File: src/rtl/div_ratio_ctrl.sv
// Purpose : glitch-safe controller that loads a new divide ratio / enable into a
//           downstream clock divider, applying changes only at a divided-clock
//           falling edge, or after a timeout if that edge never comes.
// Latency : bypass apply 1 cycle after acceptance; otherwise 1 cycle after the
//           first safe point, or TMO_CYC cycles in WAIT_SAFE; then SETTLE_CYC busy.
// Backpressure: o_busy high from the cycle after acceptance until settle ends;
//           any i_cfg_valid seen while busy is dropped without error.
// Ports   : i_ref_clk/i_rst (async active-low) clock and reset;
//           i_cfg_valid/i_prescale/i_div_en configuration request;
//           i_div_clk_fb divided-clock feedback;
//           o_div_ratio/o_clk_en divider controls; o_busy request in progress;
//           o_cfg_err illegal-prescale pulse; o_tmo forced-apply pulse.
module div_ratio_ctrl #(
  parameter int RATIO_WD   = 4,
  parameter int TMO_CYC    = 64,
  parameter int SETTLE_CYC = 4
) (
  input  logic                i_ref_clk,
  input  logic                i_rst,
  input  logic                i_cfg_valid,
  input  logic [5:0]          i_prescale,
  input  logic                i_div_en,
  input  logic                i_div_clk_fb,
  output logic [RATIO_WD-1:0] o_div_ratio,
  output logic                o_clk_en,
  output logic                o_busy,
  output logic                o_cfg_err,
  output logic                o_tmo
);

  localparam int TW = (TMO_CYC > 1) ? $clog2(TMO_CYC) : 1;
  localparam int SW = (SETTLE_CYC > 1) ? $clog2(SETTLE_CYC) : 1;
  localparam logic [TW-1:0] TMO_LAST    = TW'(TMO_CYC - 1);
  localparam logic [SW-1:0] SETTLE_LAST = SW'(SETTLE_CYC - 1);

  typedef enum logic [1:0] {
    IDLE,
    WAIT_SAFE,
    APPLY,
    SETTLE
  } state_e;

  state_e              state_q;
  logic                fb_q;
  logic [TW-1:0]       tmo_cnt_q;
  logic [SW-1:0]       settle_cnt_q;
  logic [RATIO_WD-1:0] pend_ratio_q;
  logic                pend_en_q;

  logic [RATIO_WD-1:0] req_ratio_d;
  logic                req_legal_d;
  logic                bypass;
  logic                safe_pt;

  // Prescale is the oversampling factor; the divider ratio is its inverse
  // relative to 32x, so only the four power-of-two values are meaningful.
  always_comb begin
    req_ratio_d = '0;
    req_legal_d = 1'b1;
    case (i_prescale)
      6'd32:   req_ratio_d = RATIO_WD'(1);
      6'd16:   req_ratio_d = RATIO_WD'(2);
      6'd8:    req_ratio_d = RATIO_WD'(4);
      6'd4:    req_ratio_d = RATIO_WD'(8);
      default: req_legal_d = 1'b0;
    endcase
  end

  // With the divider off or passing the clock through there is no feedback
  // edge to wait for, so the change can be applied straight away.
  assign bypass  = ~o_clk_en | (o_div_ratio < RATIO_WD'(2));
  // Falling edge of the divided clock: the divider is at a safe point to retune.
  assign safe_pt = fb_q & ~i_div_clk_fb;

  always_ff @(posedge i_ref_clk or negedge i_rst) begin
    if (!i_rst) begin
      state_q      <= IDLE;
      fb_q         <= 1'b0;
      tmo_cnt_q    <= '0;
      settle_cnt_q <= '0;
      pend_ratio_q <= RATIO_WD'(1);
      pend_en_q    <= 1'b0;
      o_div_ratio  <= RATIO_WD'(1);
      o_clk_en     <= 1'b0;
      o_busy       <= 1'b0;
      o_cfg_err    <= 1'b0;
      o_tmo        <= 1'b0;
    end else begin
      fb_q      <= i_div_clk_fb;
      o_cfg_err <= 1'b0;
      o_tmo     <= 1'b0;
      case (state_q)
        IDLE: begin
          if (i_cfg_valid) begin
            if (!req_legal_d) begin
              o_cfg_err <= 1'b1;
            end else begin
              pend_ratio_q <= req_ratio_d;
              pend_en_q    <= i_div_en;
              o_busy       <= 1'b1;
              if (bypass) begin
                state_q <= APPLY;
              end else begin
                state_q   <= WAIT_SAFE;
                tmo_cnt_q <= '0;
              end
            end
          end
        end
        WAIT_SAFE: begin
          // Safe point wins over timeout when both land on the same cycle.
          if (safe_pt) begin
            state_q <= APPLY;
          end else if (tmo_cnt_q == TMO_LAST) begin
            state_q <= APPLY;
            o_tmo   <= 1'b1;
          end else begin
            tmo_cnt_q <= tmo_cnt_q + TW'(1);
          end
        end
        APPLY: begin
          o_div_ratio  <= pend_ratio_q;
          o_clk_en     <= pend_en_q;
          state_q      <= SETTLE;
          settle_cnt_q <= '0;
        end
        SETTLE: begin
          if (settle_cnt_q == SETTLE_LAST) begin
            state_q <= IDLE;
            o_busy  <= 1'b0;
          end else begin
            settle_cnt_q <= settle_cnt_q + SW'(1);
          end
        end
        default: state_q <= IDLE;
      endcase
    end
  end

endmodule

File: config.mk
export PLATFORM = sky130hd
export DESIGN_NAME = div_ratio_ctrl
export DESIGN_NICKNAME = d
export VERILOG_FILES = /design/src/rtl/div_ratio_ctrl.sv
export SDC_FILE = /design/constraint.sdc
export NUM_CORES = 1
export LEC_CHECK = 0
export ABC_CLOCK_PERIOD_IN_PS = 3500
export CAP_MARGIN = 20
export CORE_ASPECT_RATIO = 0.75
export CORE_MARGIN = 4
export CORE_UTILIZATION = 55
export CTS_CLUSTER_DIAMETER = 200
export CTS_CLUSTER_SIZE = 14
export DETAILED_ROUTE_END_ITERATION = 7
export DONT_BUFFER_PORTS = 1
export PLACE_DENSITY = 0.7
export SETUP_SLACK_MARGIN = 0.05
export SYNTH_ARGS = -nofsm -noshare
export SYNTH_HDL_FRONTEND = slang
export SYNTH_SLANG_ARGS = --single-unit
File: constraint.sdc
create_clock -name i_ref_clk -period 3.5 [get_ports i_ref_clk]
set_clock_uncertainty 0.2 [all_clocks]
set_input_delay 0.525 -clock i_ref_clk [delete_from_list [all_inputs] [get_ports i_ref_clk]]
set_output_delay 0.525 -clock i_ref_clk [all_outputs]
set_load 0.1 [all_outputs]
# After elaboration in Yosys (flattened, before gate mapping)
# Index checks and enable logic that the tools add are counted.
# totals
output_inout_bits,8
elab_cells,72
inputBits,11
regBits,24
# classes
eq_ne,17
add_sub_neg,2
muxes,27
order_cmp,1
bitwise,4
reduce_logical,10
# ops
cell,n
2-to-1 mux 6 bit,5
one-hot mux 4 bit (4 select lines),1
2-to-1 mux 2 bit,7
"!= test 2 bit, second input constant",7
"== test 6 bit, second input constant",2
one-hot mux 6 bit (2 select lines),1
2-to-1 mux 1 bit,10
one-hot mux 2 bit (4 select lines),1
AND reduction 4 bit,2
"adder 6 x 1 -> 6 bit, second input constant",1
"== test 2 bit, second input constant",3
"== test 6 x 3 -> 1 bit, second input constant",1
"== test 6 x 4 -> 1 bit, second input constant",1
"== test 6 x 5 -> 1 bit, second input constant",1
AND reduction 6 bit,1
nonzero test 2 bit,3
"< comparator 4 x 2 -> 1 bit, second input constant",1
one-hot mux 2 bit (2 select lines),1
OR reduction 4 bit,1
"!= test 3 bit, second input constant",1
AND reduction 3 bit,1
"adder 2 x 1 -> 2 bit, second input constant",1
"== test 2 x 1 -> 1 bit, second input constant",1
zero test 2 bit,1
5 further kinds,6

# Depth between registers and ports, before layout
# logic_depth
ltp_word,6
ltp_mapped,7

# Least setup slack after synthesis
# No wires, ideal clock.
# synth_timing
kind,reg2reg
startpoint,register o_clk_en
endpoint,register tmo_cnt_q[2]
arrival_ps,1973
period_less_slack_ps,2260
stages_incl_launch_ff,6
n_path_buf,0
setup_slack_ps,1240
cell_sequence,dfrtp_1 o31a_1 nand3_1 a211o_1 and2_0 o211ai_1
# synth_via
elab_chain_cells,4
# synth_rtl
item,line_no,source
start: declaration,25,"output logic o_clk_en,"
start signal: assignment,123,o_clk_en <= pend_en_q;
inverter 1 bit,71,assign bypass = ~o_clk_en | (o_div_ratio < RATIO_WD'(2));
bitwise OR 1 bit,71,
!= test 2 bit (no line),n/a,
AND reduction 6 bit (no line),n/a,
end signal: assignment,118,tmo_cnt_q <= tmo_cnt_q + TW'(1);
end: declaration,45,logic [TW-1:0] tmo_cnt_q;
# No other way between the ends.
# A chain may end at the register's enable or synchronous reset.

# Final worst setup path
# Ends and elaborated chain as after synthesis.

==> results.tsv <==
metric	value	unit
run status	complete, no violations	
vias in the first global route	843	
setup TNS	0	ps
mux contribution to synthesized area	0.0791	
Post-Synth Adder-Cell Area	0.0692	
hold path endpoint	pend_ratio_q[2]$_DFFE_PN0P_	
Clk pin slew, worst setup/hold paths	130	ps
H-tree depth	1	
die area	3140	sq um
Critical Path Start Type	register	
worst r2r src	o_clk_en$_DFFE_PN0P_	
synth unique cells	36	
Placer Congestion	0.749	
Cell Area, Synth	1270	sq um
worst vdd ir	0.373	mV
Tmin final	2450	ps
FMAX	408	MHz
PD cells	673	nW/um^2
diodes inserted	0	
placed insts	141	
crit path DAT	2490	ps
Storage cell area	603	sq um
CTS tree	done	
CTS Sinks	24	
unrepaired setup endpoints after global routing	no	
Hold Path Origin	i_prescale[2]	
CP endpoint kind	register	
nets	143	
Post-CTS Hold Buffers	1	
Filler cells	179	
first-pass GRT wire length	3870	um
GR Overflow Total	0	
WL per Instance	14.7	um
port bufs	0	
final slew viol count	0	
Max Cap Viol	0	
Worst-Skew Late Latency	310	ps
row count	14	
Synth Area in Compound Gates	0.118	
Resized Gates After CTS	0	
postcts setup bufs	0	
CTS max path bufs	2	
vias per inst	5.86	
Routed Antenna Nets	0	
Hold Violations, Final	0	
main combinational cell family by area after synthesis	simple AND/OR/NAND/NOR gates	
hpwl dp	1650	um
Reg2Reg Setup Slack	1050	ps
Routed WL	2170	um
Final setup viols	0	
Max FO, Critical Path	7	
worst hold-check path type	in2reg	
Net Count, Synth	139	
worst r2r path cells	5	
die width	63.4	um
post-route clock period utilization	0.700	
area grow syn2layout	6.72	%
Layout Cells excl Fill	148	
# IOs	19	
Post-Synthesis Cells	121	
Post-Synth XOR/XNOR Area	0.0138	
initial core utilization	0.602	
Ys Warns	0	
Core Area	2100	sq um
relative slew slack	0.376	
Pleak	0.582	nW
initial antenna violation count	0	
All-Layer GR Usage	0.157	
flops & latches, synth	24	
Worst-Margin Slew	936	ps
largest net degree at the start of global routing	25	
Vias	868	
Die Span Y	49.6	um
multi-input logic area	628	sq um
Reg-to-Reg End	tmo_cnt_q[2]$_DFFE_PN0P_	
clk root buf	clkbuf_4	
Avg Synthesized Cell Area	10.5	sq um
Critical Path RT	3540	ps
CTS Buf Count	3	
Hold Path Depth	1	
CP Class	reg2reg	
drt pass-1 iters	4	
Simple-Gate Fraction of Synth Area	0.216	
layout cell share with drive strength beyond 1	0.153	
register area share after synthesis	0.476	
starting DRC count in detailed routing	18	
# DRC	0	
per-stage QoR:
| step | util | power [mW] | hold slack, ps | setup WS [ps] | area [sq um] |
|---|---|---|---|---|---|
| 6_report | 0.643 | 0.909 | 89.0 | 1050 | 1350 |
| 5_1_grt | 0.643 | 0.982 | 63.0 | 935 | 1350 |
| 4_1_cts | 0.631 | 0.916 | 5.70 | 1040 | 1330 |
| 3_5_place_dp | 0.609 | 0.765 | 30.2 | 1040 | 1280 |
| 3_3_place_gp | 0.609 | 0.753 | 30.0 | 1110 | 1280 |
| 2_1_floorplan | - | 0.703 | 29.4 | 1240 | 1270 |
sequential cells by signal (all words and copies together) (netlist names):
name / cells
o_busy: 1
tmo_cnt_q: 6
settle_cnt_q: 2
fb_q: 1
o_div_ratio: 4
o_clk_en: 1
state_q: 2
pend_ratio_q: 4
o_cfg_err: 1
pend_en_q: 1
o_tmo: 1
per-layer routing:
layer  vias up  share of wire  wire length, um  track usage
met3         2          0.053              116       0.0568
met5         -              0                0            0
li1        443              -                -            -
met1       407           0.51             1110        0.219
met2        16           0.42              921        0.224
met4         0         0.0083               18       0.0538
synthesized netlist by cell type:
| library cell | n | area share |
|---|---|---|
| nor4b_2 | 1 | 0.012 |
| ha_1 | 7 | 0.069 |
| inv_1 | 5 | 0.015 |
| o2bb2ai_1 | 1 | 0.0069 |
| xor2_1 | 1 | 0.0069 |
| or2_2 | 1 | 0.0049 |
| o21ai_0 | 8 | 0.032 |
| nand3_1 | 12 | 0.047 |
| mux2_2 | 8 | 0.071 |
| nor2_1 | 4 | 0.012 |
| nand2_1 | 13 | 0.039 |
| nor3_1 | 1 | 0.0039 |
| o211ai_1 | 4 | 0.024 |
| o31a_1 | 1 | 0.0069 |
| clkbuf_1 | 3 | 0.0089 |
| a22o_1 | 1 | 0.0069 |
| dfstp_2 | 2 | 0.042 |
| or4_1 | 1 | 0.0059 |
| buf_2 | 1 | 0.0039 |
| nor4b_1 | 1 | 0.0069 |
| mux2i_1 | 1 | 0.0079 |
| or3b_1 | 1 | 0.0069 |
| o311a_1 | 1 | 0.0079 |
| a211oi_1 | 1 | 0.0059 |
| dfrtp_1 | 22 | 0.43 |
| nand3b_1 | 3 | 0.018 |
| nand4b_1 | 1 | 0.0069 |
| o221ai_1 | 1 | 0.0069 |
| or3b_2 | 2 | 0.014 |
| nand2b_1 | 5 | 0.025 |
| and3_1 | 1 | 0.0049 |
| nor2b_1 | 1 | 0.0049 |
| a211o_1 | 1 | 0.0069 |
| xnor2_1 | 1 | 0.0069 |
| o41ai_1 | 2 | 0.014 |
| and2_0 | 1 | 0.0049 |
worst max-delay path by stage:
stage,startpoint,endpoint,slack [ps]
after floorplan,o_clk_en$_DFFE_PN0P_,tmo_cnt_q[2]$_DFFE_PN0P_,1240
after global placement,o_clk_en$_DFFE_PN0P_,tmo_cnt_q[4]$_DFFE_PN0P_,1110
after detailed placement,o_clk_en$_DFFE_PN0P_,tmo_cnt_q[2]$_DFFE_PN0P_,1040
after CTS,o_clk_en$_DFFE_PN0P_,tmo_cnt_q[2]$_DFFE_PN0P_,1040
after global routing,o_clk_en$_DFFE_PN0P_,tmo_cnt_q[1]$_DFFE_PN0P_,940
final,o_clk_en$_DFFE_PN0P_,tmo_cnt_q[2]$_DFFE_PN0P_,1050
power breakdown:
part | internal (mW) | leakage, nW | switching (mW) | total [mW]
registers | 0.339 | 0.301 | 0.135 | 0.474
logic | 0.141 | 0.260 | 0.150 | 0.291
clock network | 0.0636 | 0.0210 | 0.0802 | 0.144
cell usage in the layout (no fill, tap or decap), types with 2 or more instances in the layout:
master and n:
nand2_1 13, nand2b_1 5, inv_1 5, nor2_1 4
dfstp_2 2, o41ai_1 2, dlygate4sd3_1 2, o21ai_0 8
ha_1 7, clkbuf_4 3, or3b_2 2, nand3_1 12
mux2_2 8, nand3b_1 3, o211ai_1 4, dfrtp_1 22
critical path: stages, from the launching register on:
cell	delay (ps)
dfrtp_1	970
o31a_1	290
nand3_1	80
a211o_1	370
and2_0	260
o211ai_1	210
cells by family after synthesis:
kind of cell,count (synthesis)
muxes,9
buffers and inverters,9
adders and majority gates,7
AOI/OAI and AO/OA,21
xor gates and xnor gates,2
and+or+nand+nor,49
DFF,24
layout make-up:
class,count,area share
Multi-Input combinational cell,88,0.465
Sequential cell,24,0.446
Clock buffer,4,0.0269
Timing Repair Buffer,3,0.0259
Tap cell,24,0.0222
Inverter,5,0.0139
Power figures use the tool's default switching activity.
